### config.mk
export PLATFORM = sky130hd
export DESIGN_NAME = display_scroller
export DESIGN_NICKNAME = d
export VERILOG_FILES = /design/src/rtl/display_scroller.sv
export SDC_FILE = /design/constraint.sdc
export NUM_CORES = 1
export LEC_CHECK = 0
export BUFFER_PORTS_ARGS = -buffer_cell sky130_fd_sc_hd__buf_2
export CORE_MARGIN = 2
export CORE_UTILIZATION = 63
export CTS_BUF_LIST = sky130_fd_sc_hd__clkbuf_8
export CTS_CLUSTER_SIZE = 14
export DETAILED_ROUTE_END_ITERATION = 12
export PLACE_DENSITY = 0.95
export SETUP_SLACK_MARGIN = 0.4
export SLEW_MARGIN = 20
export SYNTH_ARGS = -nofsm -noshare
export SYNTH_HDL_FRONTEND = slang
export SYNTH_SLANG_ARGS = --single-unit
export TNS_END_PERCENT = 100
### constraint.sdc
create_clock -name clk -period 4.6 [get_ports clk]
set_clock_uncertainty 0.05 [all_clocks]
set_input_delay 0.46 -clock clk [delete_from_list [all_inputs] [get_ports clk]]
set_output_delay 0.46 -clock clk [all_outputs]
set_load 0.02 [all_outputs]
### src/rtl/display_scroller.sv
// Rotating hex message on a multiplexed common-anode 7-segment display.
// Scroll steps are edge-qualified on `right` and gated by `toggle`; segments and anodes are registered.
module display_scroller #(
    parameter int NCHAR    = 8,
    parameter int NDIG     = 4,
    parameter int SCAN_DIV = 100000
) (
    input  logic                 clk,
    input  logic                 rstb,
    input  logic                 load,
    input  logic [4*NCHAR-1:0]   data_in,
    input  logic                 toggle,
    input  logic                 right,
    output logic [6:0]           seg,
    output logic [NDIG-1:0]      an,
    output logic [3:0]           steps,
    output logic                 busy
);

    localparam int OW = (NCHAR > 1) ? $clog2(NCHAR) : 1;
    localparam int DW = (NDIG > 1) ? $clog2(NDIG) : 1;
    localparam int SW = (SCAN_DIV > 1) ? $clog2(SCAN_DIV) : 1;

    logic [3:0]      r_mem [NCHAR];
    logic [OW-1:0]   r_offset;
    logic            r_loaded;
    logic            r_right_q;
    logic [SW-1:0]   r_scan_cnt;
    logic [DW-1:0]   r_dig;
    logic [3:0]      r_steps;
    logic [6:0]      r_seg;
    logic [NDIG-1:0] r_an;
    logic            r_busy;

    logic            w_step;
    logic            w_load;
    logic [OW-1:0]   w_idx;
    logic [3:0]      w_char;
    logic [6:0]      w_seg_dec;

    // A level-high `right` must not keep stepping, so only its rising edge counts.
    assign w_step = right & ~r_right_q & toggle;
    assign w_load = load & ~toggle;
    // NCHAR is a power of two, so the natural wrap of the add is the rotation.
    assign w_idx  = r_offset + OW'(r_dig);
    assign w_char = r_mem[w_idx];

    always_comb begin
        w_seg_dec = 7'h7F;
        case (w_char)
            4'h0: w_seg_dec = 7'b1000000;
            4'h1: w_seg_dec = 7'b1111001;
            4'h2: w_seg_dec = 7'b0100100;
            4'h3: w_seg_dec = 7'b0110000;
            4'h4: w_seg_dec = 7'b0011001;
            4'h5: w_seg_dec = 7'b0010010;
            4'h6: w_seg_dec = 7'b0000010;
            4'h7: w_seg_dec = 7'b1111000;
            4'h8: w_seg_dec = 7'b0000000;
            4'h9: w_seg_dec = 7'b0010000;
            4'hA: w_seg_dec = 7'b0001000;
            4'hB: w_seg_dec = 7'b0000011;
            4'hC: w_seg_dec = 7'b1000110;
            4'hD: w_seg_dec = 7'b0100001;
            4'hE: w_seg_dec = 7'b0000110;
            4'hF: w_seg_dec = 7'b0001110;
            default: w_seg_dec = 7'h7F;
        endcase
    end

    always_ff @(posedge clk or negedge rstb) begin
        if (!rstb) begin
            // NOTE: the message buffer is small, so it is reset with the rest of the state to keep the blank/zero contract.
            for (int i = 0; i < NCHAR; i++) r_mem[i] <= 4'h0;
            r_offset   <= '0;
            r_loaded   <= 1'b0;
            r_right_q  <= 1'b0;
            r_scan_cnt <= '0;
            r_dig      <= '0;
            r_steps    <= 4'd0;
            r_seg      <= 7'h7F;
            r_an       <= '1;
            r_busy     <= 1'b0;
        end else begin
            r_right_q <= right;
            r_busy    <= toggle;

            if (w_load) begin
                for (int i = 0; i < NCHAR; i++) r_mem[i] <= data_in[4*i +: 4];
                r_offset <= '0;
                r_steps  <= 4'd0;
                r_loaded <= 1'b1;
            end else if (w_step) begin
                r_offset <= r_offset + 1'b1;
                if (r_steps != 4'd15) r_steps <= r_steps + 4'd1;
            end

            if (r_scan_cnt == SW'(SCAN_DIV - 1)) begin
                r_scan_cnt <= '0;
                r_dig      <= (r_dig == DW'(NDIG - 1)) ? '0 : r_dig + 1'b1;
            end else begin
                r_scan_cnt <= r_scan_cnt + 1'b1;
            end

            // Anode and segment come from the same digit index, so they switch together.
            r_an  <= r_loaded ? ~(NDIG'(1) << r_dig) : '1;
            r_seg <= r_loaded ? w_seg_dec : 7'h7F;
        end
    end

    assign seg   = r_seg;
    assign an    = r_an;
    assign steps = r_steps;
    assign busy  = r_busy;

endmodule
# ---- Word-level counts from Yosys, hierarchy flattened
# Memory sizes are Yosys's and may differ from the RTL's.
# Index checks and enable logic that the tools add are counted.
dict set report totals {
  register_bits 72
  romBits 112
  inputBits 37
  elab_cells 50
  n_memories 1
}
dict set report classes {
  addsub 5
  n_lt_le_gt_ge 1
  n_eq_ne 3
  shift 1
  muxes 12
  bitwise 7
  reduce_logical 3
}
# memory depth width read_ports rd_clocked_by_memory_dff write_ports line_no
set memory_table {}
lappend memory_table {{(no name shown)} 16 7 1 0 0 50} ;# case (w_char)
# operator count
set op_table {}
lappend op_table {{4-bit two-way mux} 6}
lappend op_table {{17-bit by 1-bit adder with 17-bit output, second input constant} 1}
lappend op_table {{17-bit == test, second input constant} 1}
lappend op_table {{17-bit two-way mux} 1}
lappend op_table {{4-bit binary-select mux with 3-bit select} 1}
lappend op_table {{7-bit two-way mux} 1}
lappend op_table {{3-bit two-way mux} 2}
lappend op_table {{4-bit by 1-bit adder with 4-bit output, second input constant} 1}
lappend op_table {{4-bit >= comparator, second input constant} 1}
lappend op_table {{4-bit inequality test, second input constant} 1}
lappend op_table {{3-bit NOT with 4-bit output} 1}
lappend op_table {{4-bit NOT} 1}
lappend op_table {{2-bit nonzero test} 2}
lappend op_table {{1-bit by 2-bit left shift with 4-bit output, first input constant} 1}
lappend op_table {{3-bit by 1-bit adder with 3-bit output, second input constant} 1}
lappend op_table {{3-bit by 2-bit adder with 3-bit output} 1}
lappend op_table {{1-bit bitwise AND} 3}
lappend op_table {{2-bit by 1-bit adder with 2-bit output, second input constant} 1}
lappend op_table {{2-bit == test, second input constant} 1}
lappend op_table {{2-bit two-way mux} 1}
lappend op_table {{1-bit NOT} 2}
lappend op_table {{2-bit AND reduction} 1}

# ---- Longest topological paths before layout
# An unclocked memory read counts as a cell.
dict set report logic_depth {
  word_depth 7
  depth_mapped 10
  ltp_nobuf 9
}

# ---- Worst setup path after synthesis
# No wires, ideal clock.
dict set report synth_timing {
  path_type {register to register}
  start {reg r_offset[0]}
  end {reg r_seg[0] (netlist: seg[0])}
  setup_time_ns 0.082
  t_arrival_ns 2.808
  slack_ns 1.660
  stages_incl_launch_ff 10
  n_path_buf 1
  path_cell_list {dfrtp_1 -> ha_1 -> fa_1 -> buf_1 -> mux4_2 -> mux2i_1 -> inv_1 -> ha_1 -> mux2_1 -> a2bb2oi_1}
}
dict set report synth_between {
  elab_chain_cells 7
}
# item line_no
set synth_lines {}
lappend synth_lines {{start, declared} 25} ;# logic [OW-1:0] r_offset;
lappend synth_lines {{start signal, assigned} 94} ;# r_offset <= r_offset + 1'b1;
lappend synth_lines {{3-bit by 2-bit adder with 3-bit output} 45} ;# assign w_idx = r_offset + OW'(r_dig);
lappend synth_lines {{3-bit NOT with 4-bit output (not written as such)} 46} ;# assign w_char = r_mem[w_idx];
lappend synth_lines {{4-bit binary-select mux with 3-bit select} 46}
lappend synth_lines {{4-bit two-way mux (not written as such) (2 in series)} 46}
lappend synth_lines {{memory read 16 x 7 bit} --}
lappend synth_lines {{7-bit two-way mux} 107} ;# r_seg <= r_loaded ? w_seg_dec : 7'h7F;
lappend synth_lines {{end signal, assigned} 107}
lappend synth_lines {{end, declared} 31} ;# logic [6:0] r_seg;
# Every way passes these cells. The select of a mux whose other input is x is not followed.
# A chain may end at the register's enable or synchronous reset.

# ---- Final worst setup path
dict set report layout_timing {
  start {reg r_dig[0]}
  end {reg r_seg[0] (netlist: seg[0])}
}
dict set report layout_between {
  elab_chain_cells 7
}
# item line_no
set layout_lines {}
lappend layout_lines {{start, declared} 29} ;# logic [DW-1:0] r_dig;
lappend layout_lines {{start signal, assigned} 100} ;# r_dig <= (r_dig == DW'(NDIG - 1)) ? '0 : r_dig + 1'b1;
lappend layout_lines {{3-bit by 2-bit adder with 3-bit output} 45}
lappend layout_lines {{3-bit NOT with 4-bit output (not written as such)} 46}
lappend layout_lines {{4-bit binary-select mux with 3-bit select} 46}
lappend layout_lines {{4-bit two-way mux (not written as such) (2 in series)} 46}
lappend layout_lines {{memory read 16 x 7 bit} --}
lappend layout_lines {{7-bit two-way mux} 107}
# Every way passes these cells. The select of a mux whose other input is x is not followed.

==> results.ini <==
[critical_path]
cp-start-kind=flip-flop
required_ns=4.82
cp-end-kind=flip-flop
arrival_ns=3.42
crit_fanout=8
crit_type=flip-flop to flip-flop

[power]
power.total_mw=1.539
leakage_nw=2.005
power_density_nw_per_um2=390.2
irDropWorstVdd_mv=0.2339

[finish]
drive_gt1_share_pct=24.30
nFillCells=365
num_antenna_cells=0
regArea_um2=1815
stdcell_area_um2=3944
layout.nets=438
multi_input_area_um2=1546
synthToLayoutAreaGrowth_pct=13.59
instances_no_fill=463

[synth]
ys.flop_type=dfrtp_1
avgSynthCellArea_um2=10.40
netlist_instances=334
async_flop_share_pct=100.0
syn-num-nets=386
yosys.cell_types.count=47
synth_seq_area_share_pct=52.29
syn_area_um2=3472
synth.ff_latch_count=72
synth_enable_flop_cells=0
yosys_warnings=0

[sta]
max_freq_mhz=312.1
period_needed_ns=3.204
fin_crit_sh_pct=69.66
rsz0062_at_grt=false
worst_pin_slew_ns=0.7242
slew_headroom_pct=51.27
final.setup.tns_ns=0
final-max-slew-violation-count=0
hold_violations=0
setup_ws_ns=1.396
setup_violations=0

[clocking]
ctsHoldBuffers=0
cts_num_sinks=72
clkTransAtPathRegs_ns=0.07
cts_buffers=9
clkLatencyLatePin_ns=0.35
post_cts_buffers=0
cts_max_level=3
cts-root-buf=clkbuf_8
cts_tree=built
cts_max_path_buffers=2
postCtsResizedCells=0

[detailed_routing]
vias=2496
drtAntennaViolNets=0
wl_per_cell_um=15.01
first_pass_iters=4
drt_iter0_drc=170
drcViolationCount=0
viasPerCell=5.391
wl_um=6949

[job]
cap_violations=0

[placement]
dp_hpwl_um=4981
place_inst=447
place_ws_ns=1.402
place.gp.congestion=0.8206
placed_cell_area_um2=3772
portBuffers=52

[die]
ios=53
die_area_um2=6121
die-width_um=78.24
die_y_um=78.24
start_util_pct=64.24
core-area_um2=5405
num_rows=27

[status]
status=complete, no violations

[global_route]
grt_overflow=0
grt_start_max_net_pins=40
grt_usage_pct=26.27
grt_pass1_wl_um=12270
antenna_found_initial=0
grt_pass1_vias=2692

[worst_hold_path]
min_path_type=input pin to async pin

cell families (layout without fill, tap and decap cells):
| family | Yosys count | after routing | synth area share (%) |
|---|---|---|---|
| compound gates | 25 | 25 | 4.577 |
| xor+xnor | 14 | 14 | 4.072 |
| fa+ha+maj | 15 | 15 | 5.622 |
| buf+inv | 24 | 81 | 3.243 |
| flops | 72 | 72 | 52.29 |
| mux | 20 | 20 | 9.513 |
| simple gates | 164 | 164 | 20.68 |
cell type report:
type / instances / area share, %
clock inverter: 5 / 0.5076
inverter: 10 / 0.9518
clock buffer: 11 / 3.839
multi-input combinational: 238 / 39.21
sequential: 72 / 46.03
timing repair buffer: 55 / 7.170
tap: 72 / 2.284
worst paths after layout:
check                                       from               endpoint  slack (ns)  depth (start not counted)
min in group clk                           right    r_right_q$_DFF_PN0_        0.20                          1
hold reg to reg            r_mem[19]$_DFFE_PN0P_  r_mem[19]$_DFFE_PN0P_        0.43                          2
max in group asynchronous                   rstb        an[2]$_DFF_PN1_        3.39                          2
hold / removal                              rstb  r_mem[18]$_DFFE_PN0P_        0.12                          1
setup / recovery            r_dig[0]$_DFFE_PN0N_       seg[0]$_DFF_PN1_        1.40                          8
setup reg to reg            r_dig[0]$_DFFE_PN0N_       seg[0]$_DFF_PN1_        1.40                          8
cell usage in the layout, fill, tap and decap left out, types with 2 or more instances in the layout:
master / synthesis / final
dfrtp_1: 61 / 61
xnor2_1: 8 / 8
nand3_1: 15 / 15
dfstp_2: 11 / 11
or3_1: 4 / 4
mux4_2: 8 / 8
a21oi_1: 6 / 6
mux2i_4: 2 / 2
nor4_1: 2 / 2
nor2_1: 12 / 12
buf_2: 0 / 52
xor2_1: 5 / 5
o21ai_0: 7 / 7
ha_1: 14 / 14
buf_4: 2 / 3
nand4_1: 2 / 2
o21ai_1: 2 / 2
clkbuf_8: 0 / 11
nor3_1: 3 / 3
mux2i_1: 8 / 8
inv_1: 10 / 14
a2bb2oi_1: 2 / 2
nand2_1: 114 / 114
critical path: stages, from the launching register on:
cell	delay (ns)
dfrtp_1	0.43
ha_1	0.22
fa_1	0.70
mux4_2	0.35
mux2i_1	0.46
inv_1	0.18
ha_1	0.29
mux2_1	0.30
a2bb2oi_1	0.15
synthesized netlist by cell type (2+ instances only):
cell type  number  area (µm²)
mux2i_4         2       45.04
o21ai_0         7       35.03
nor3_1          3       15.01
a21oi_1         6       30.03
mux4_2          8       180.2
nor2_1         12       45.04
ha_1           14       175.2
xor2_1          5       43.79
xnor2_1         8       70.07
nor2b_1         2       12.51
nand4_1         2       12.51
or3_1           4       25.02
dfrtp_1        61        1526
clkbuf_1        8       30.03
buf_6           2       22.52
buf_4           2       15.01
nand2_1       114       427.9
nor4_1          2       12.51
inv_1          10       37.54
buf_1           2       7.510
dfstp_2        11       289.0
mux2i_1         8       80.08
a2bb2oi_1       2       17.52
nand3_1        15       75.07
o21ai_1         2       10.01
state kept, by name, indices dropped and copies added (netlist names):
| name | flops |
|---|---|
| an | 4 |
| steps | 4 |
| r_offset | 3 |
| r_dig | 2 |
| r_right_q | 1 |
| r_loaded | 1 |
| r_scan_cnt | 17 |
| busy | 1 |
| r_mem | 32 |
| seg | 7 |
routing by layer:
| metal | up-vias | global-route usage, % | part of all wire [%] |
|---|---|---|---|
| li1 | 1219 | - | - |
| met1 | 1194 | 31.51 | 41 |
| met2 | 65 | 45.95 | 52 |
| met3 | 18 | 5.747 | 4.3 |
| met4 | 0 | 11.05 | 3.1 |
| met5 | - | 0 | 0 |
through the flow:
stage,hold WS [ns],util (%)
after global routing,0.1776,72.96
after global placement,0.4054,69.79
after floorplan,0.1144,-
final,0.1205,72.96
after detailed placement,0.4088,69.79
after CTS,0.1379,72.96
power breakdown:
group / internal, mW / switching, mW / total, mW
clock: 0.217 / 0.220 / 0.437
sequential: 0.721 / 0.0397 / 0.761
combinational: 0.142 / 0.199 / 0.341
Note: power is estimated with default switching activity, not from simulation.
